## src/rtl/pc_fetch_stage.sv

```systemverilog
// Instruction fetch stage: PC register with redirect/predict/stall/wait handling,
// the IF/ID pipeline register, and a saturating count of pipeline flushes.
module pc_fetch_stage (
  input  logic        i_clk,
  input  logic        i_rst_n,
  input  logic [1:0]  i_pc_sel,
  input  logic        i_flush,
  input  logic [31:0] i_alu_ex,
  input  logic [31:0] i_pc_four_EX,
  input  logic [31:0] i_pred_pc,
  input  logic        i_stall,
  input  logic [31:0] i_imem_rdata,
  input  logic        i_imem_ready,
  output logic [31:0] o_pc_now,
  output logic [31:0] o_imem_addr,
  output logic [31:0] o_pc_ID,
  output logic [31:0] o_pc_four_ID,
  output logic [31:0] o_instr_ID,
  output logic        o_valid_ID,
  output logic        o_pred_taken_ID,
  output logic [15:0] o_flush_cnt
);

  localparam logic [1:0]  SEL_SEQ    = 2'b00;
  localparam logic [1:0]  SEL_EX_TGT = 2'b01;
  localparam logic [1:0]  SEL_EX_FT  = 2'b10;
  localparam logic [1:0]  SEL_PRED   = 2'b11;
  localparam logic [31:0] NOP_INSTR  = 32'h0000_0013;

  logic [31:0] r_pc;
  logic [31:0] r_pc_id;
  logic [31:0] r_pc_four_id;
  logic [31:0] r_instr_id;
  logic        r_valid_id;
  logic        r_pred_taken_id;
  logic [15:0] r_flush_cnt;

  logic [31:0] w_pc_plus4;
  logic [31:0] w_next_raw;
  logic [31:0] w_next_pc;
  logic        w_redirect;

  assign w_pc_plus4 = r_pc + 32'd4;

  always_comb begin
    w_next_raw = w_pc_plus4;
    case (i_pc_sel)
      SEL_SEQ:    w_next_raw = w_pc_plus4;
      SEL_EX_TGT: w_next_raw = i_alu_ex;
      SEL_EX_FT:  w_next_raw = i_pc_four_EX;
      SEL_PRED:   w_next_raw = i_pred_pc;
      default:    w_next_raw = w_pc_plus4;
    endcase
  end

  // Fetch addresses are always word aligned, whatever the source supplies.
  assign w_next_pc  = w_next_raw & ~32'h3;
  assign w_redirect = i_flush && ((i_pc_sel == SEL_EX_TGT) || (i_pc_sel == SEL_EX_FT));

  // A resolved mispredict must win even over a stall or a pending memory wait.
  always_ff @(posedge i_clk or negedge i_rst_n) begin
    if (!i_rst_n) begin
      r_pc <= 32'h0;
    end else if (w_redirect) begin
      r_pc <= w_next_pc;
    end else if (!i_stall && i_imem_ready) begin
      r_pc <= w_next_pc;
    end
  end

  always_ff @(posedge i_clk or negedge i_rst_n) begin
    if (!i_rst_n) begin
      r_pc_id         <= 32'h0;
      r_pc_four_id    <= 32'h0;
      r_instr_id      <= NOP_INSTR;
      r_valid_id      <= 1'b0;
      r_pred_taken_id <= 1'b0;
    end else if (i_flush || (!i_stall && !i_imem_ready)) begin
      r_pc_id         <= 32'h0;
      r_pc_four_id    <= 32'h0;
      r_instr_id      <= NOP_INSTR;
      r_valid_id      <= 1'b0;
      r_pred_taken_id <= 1'b0;
    end else if (!i_stall) begin
      r_pc_id         <= r_pc;
      r_pc_four_id    <= w_pc_plus4;
      r_instr_id      <= i_imem_rdata;
      r_valid_id      <= 1'b1;
      r_pred_taken_id <= (i_pc_sel == SEL_PRED);
    end
  end

  always_ff @(posedge i_clk or negedge i_rst_n) begin
    if (!i_rst_n) begin
      r_flush_cnt <= 16'h0;
    end else if (i_flush && (r_flush_cnt != 16'hFFFF)) begin
      r_flush_cnt <= r_flush_cnt + 16'd1;
    end
  end

  assign o_pc_now        = r_pc;
  assign o_imem_addr     = r_pc;
  assign o_pc_ID         = r_pc_id;
  assign o_pc_four_ID    = r_pc_four_id;
  assign o_instr_ID      = r_instr_id;
  assign o_valid_ID      = r_valid_id;
  assign o_pred_taken_ID = r_pred_taken_id;
  assign o_flush_cnt     = r_flush_cnt;

endmodule

```

## config.mk

```make
export PLATFORM = sky130hd
export DESIGN_NAME = pc_fetch_stage
export DESIGN_NICKNAME = d
export VERILOG_FILES = /design/src/rtl/pc_fetch_stage.sv
export SDC_FILE = /design/constraint.sdc
export NUM_CORES = 1
export LEC_CHECK = 0
export ABC_AREA = 1
export ABC_CLOCK_PERIOD_IN_PS = 2370
export CORE_MARGIN = 3
export CORE_UTILIZATION = 35
export DETAILED_ROUTE_END_ITERATION = 16
export GPL_TIMING_DRIVEN = 0
export PLACE_DENSITY = 0.74
export SETUP_SLACK_MARGIN = 0.05
export SLEW_MARGIN = 20
export SYNTH_ARGS = -nofsm -noshare
export SYNTH_HDL_FRONTEND = slang
export SYNTH_SLANG_ARGS = --single-unit
```

## constraint.sdc

```tcl
create_clock -name i_clk -period 2.37 [get_ports i_clk]
set_clock_uncertainty 0.15 [all_clocks]
set_input_delay 0.474 -clock i_clk [delete_from_list [all_inputs] [get_ports i_clk]]
set_output_delay 0.474 -clock i_clk [all_outputs]
set_load 0.05 [all_outputs]
```

==> results.py <==
metrics = {
    "finish": {
        "design_area_mm2": 0.01141,
        "fillCellCount": 1929,
        "nNetsFinal": 1428,
        "multiInputGateArea_mm2": 0.003328,
        "fin_cells": 1572,
        "mostFrequentLayoutCells": "373 x nand2_1, 227 x clkdlybuf4s50_1, 137 x dfrtp_1",
        "final-seq-area_mm2": 0.003507,
        "final_common_cell": "nand2_1",
        "final_util_pct": 55.33,
        "syn_to_final_growth_pct": 52.48,
        "final_layout_size_suffix_gt1_share_pct": 8.692,
    },
    "synthesis": {
        "ys_seq_area_share_pct": 46.87,
        "async_reset_ff_share_pct": 100.0,
        "synth_cell_types": 40,
        "syn_area_per_cell_um2": 7.787,
        "netlist_area_mm2": 0.007483,
        "syn_inst": 961,
        "synth-seq-cells": 140,
        "yosysWarnings": 0,
        "synthFlopType": "dfrtp_1",
        "synth-edff-count": 0,
    },
    "power_and_ir_drop": {
        "combPwrFrac_pct": 35.7,
        "ir_drop_v": 0.0005125,
        "p_per_area_mw_per_mm2": 773.1,
        "p_switching_mw": 3.582,
        "clockPowerShare_pct": 30.5,
        "power_frac_seq_pct": 33.8,
        "intPower_mw": 5.239,
        "p_leak_nw": 5.319,
        "swShare_pct": 40.61,
    },
    "clock_network": {
        "cts_inserted_buffers": 17,
        "insertion_delay_ns": 0.42,
        "cts_root_buffer": "clkbuf_16",
        "tritoncts": "done",
        "clkSinkCount": 140,
        "cts_buffer_depth": 2,
        "post_cts.repair.setup_buffers": 0,
        "cts-htree-levels": 4,
        "clk_pin_slew_ns": 0.06,
    },
    "global_route": {
        "antenna_found_initial": 3,
        "grt_start_max_net_pins": 94,
        "grt_pass1_vias": 7537,
        "track_usage_pct": 23.43,
        "grt.overflow.total": 0,
        "grt_pass1_wl_mm": 42.90,
    },
    "drt": {
        "vias": 7719,
        "dr.pass1.iters": 5,
        "ant_nets": 0,
        "drt_iter0_drc": 543,
        "drc": 0,
        "routed_wl_mm": 27.80,
        "viasPerCell": 4.910,
        "routedWlPerCell_um": 17.68,
    },
    "placement": {
        "portBuffers": 298,
        "dp_cells": 1537,
        "dpl-instance-area_mm2": 0.01086,
        "place_congestion": 0.9118,
        "dp_hpwl_mm": 21.87,
    },
    "floorplan": {
        "rows": 52,
        "die_area_mm2": 0.02317,
        "fp.coreArea_mm2": 0.02062,
        "initial_core_util_pct": 36.28,
        "io_pins": 313,
        "die_x_um": 152.2,
        "die_h_um": 152.2,
    },
    "timing": {
        "tightest_slew_ns": 0.6786,
        "slew_headroom_pct": 54.76,
        "fin_crit_sh_pct": 97.06,
        "drv_slew": 0,
        "fmax_ghz": 0.4347,
        "tns_ns": 0,
        "hold_viol": 0,
        "rsz0062_at_grt": "true",
        "min_period_ns": 2.300,
        "setup_viol": 0,
    },
    "setup_path": {
        "arrival_ns": 1.68,
        "cp_data_required_time_ns": 1.75,
        "slowest_delay_ns": 0.84,
        "path_delay_family": "buffers and inverters",
        "crit_path_end_kind": "output port",
        "cp_cell_sequence": "clkdlybuf4s50_1",
        "crit_fanout": 4,
        "cp_slowest_cell": "clkdlybuf4s50_1",
        "startpoint_type": "flip-flop",
        "critical_path_class": "flip-flop to output port",
        "crit_buf_inv": 1,
    },
    "outcome": {
        "outcome": "complete, no violations",
    },
    "hold_path": {
        "holdCritPathClass": "flip-flop to flip-flop",
    },
    "run": {
        "maxCapViolCount": 0,
    },
}
## state kept, by name, indices dropped and copies added, names as in the netlist
name,flops
o_pred_taken_ID,1
o_pc_four_ID,30
o_instr_ID,32
o_flush_cnt,16
o_imem_addr,30
o_valid_ID,1
o_pc_ID,30
## tightest hold or removal path, delay by kind of cell, from the launching register on
kind / cells / cell delay (ns)
AOI/OAI and AO/OA: 1 / 0.05
and+or+nand+nor: 1 / 0.05
DFF: 1 / 0.34
## path summary, 6_finish.rpt
| path | slack, ns | startpoint | to | depth (start not counted) |
|---|---|---|---|---|
| min | 0.33 | o_pc_ID[16] | o_pc_ID[16] | 2 |
| max | 0.07 | o_flush_cnt[12] | o_flush_cnt[12] | 1 |
| max in group asynchronous | 0.89 | i_rst_n | o_instr_ID[4] | 3 |
| min reg2reg | 0.33 | o_pc_ID[16] | o_pc_ID[16] | 2 |
| min in group asynchronous | 0.39 | i_rst_n | o_instr_ID[7] | 2 |
| max reg2reg | 0.48 | o_imem_addr[3] | o_imem_addr[16] | 9 |
## cell usage after synthesis (15+ instances only)
master,instances,area (um^2)
a21oi_1,22,110.1
a22o_1,34,297.8
a31oi_1,15,93.84
buf_4,40,300.3
clkbuf_1,24,90.09
dfrtp_1,137,3428
inv_1,53,198.9
nand2_1,373,1400
nand3_1,56,280.3
nor2_1,48,180.2
o21ai_0,51,255.2
## per-stage QoR
step,setup WS [ns],hold WS [ns],power (mW)
floorplan,0.3981,0.02841,4.981
global placement,-5.075,0.3121,6.285
detailed placement,-0.3313,0.2557,6.326
finish,0.06973,0.3308,8.822
global route,-0.02852,0.3452,9.198
CTS,0.05519,0.3342,8.858
## power groups by stage
| stage | Clock, mW | Combinational, mW | Sequential, mW |
|---|---|---|---|
| after floorplan | 0 | 1.23 | 3.75 |
| after global placement | 0 | 3.26 | 3.02 |
| after detailed placement | 0 | 3.30 | 3.03 |
| after CTS | 2.73 | 3.15 | 2.98 |
| after global routing | 2.83 | 3.34 | 3.03 |
| final | 2.69 | 3.15 | 2.99 |
## cell type report
| class | instances | area share (%) |
|---|---|---|
| Timing Repair Buffer | 300 | 25.81 |
| Antenna cell | 2 | 0.04386 |
| Buffer | 80 | 4.211 |
| Multi-Input combinational cell | 692 | 29.17 |
| Clock inverter | 12 | 1.206 |
| Tap cell | 270 | 2.961 |
| Clock buffer | 20 | 4.002 |
| Sequential cell | 140 | 30.73 |
| Inverter | 56 | 1.864 |
## what timing repair did
item,in CTS,in global routing
hold buffers,1,0
gates resized for setup,68,10
endpoints found under the hold margin,47,0
setup endpoints to repair,68,22
## kinds of logic after synthesis
kind of cell,synth area share (%)
buffers and inverters,9.162
AND/OR/NAND/NOR,29.11
AO/OA/AOI/OAI,12.52
flip-flops,46.87
adder cells (fa/ha/maj),1.003
XOR/XNOR,1.287
other,0.05011
## layer usage
layer  GRT usage, %  vias to the layer above  share of wire, %
met5              0                        -             0.040
met4          6.550                        2               1.8
met3          5.822                       37               8.4
met2          37.83                      336                47
met1          31.50                     3603                43
li1               -                     3741                 -
(Power assumes the default switching activity.)
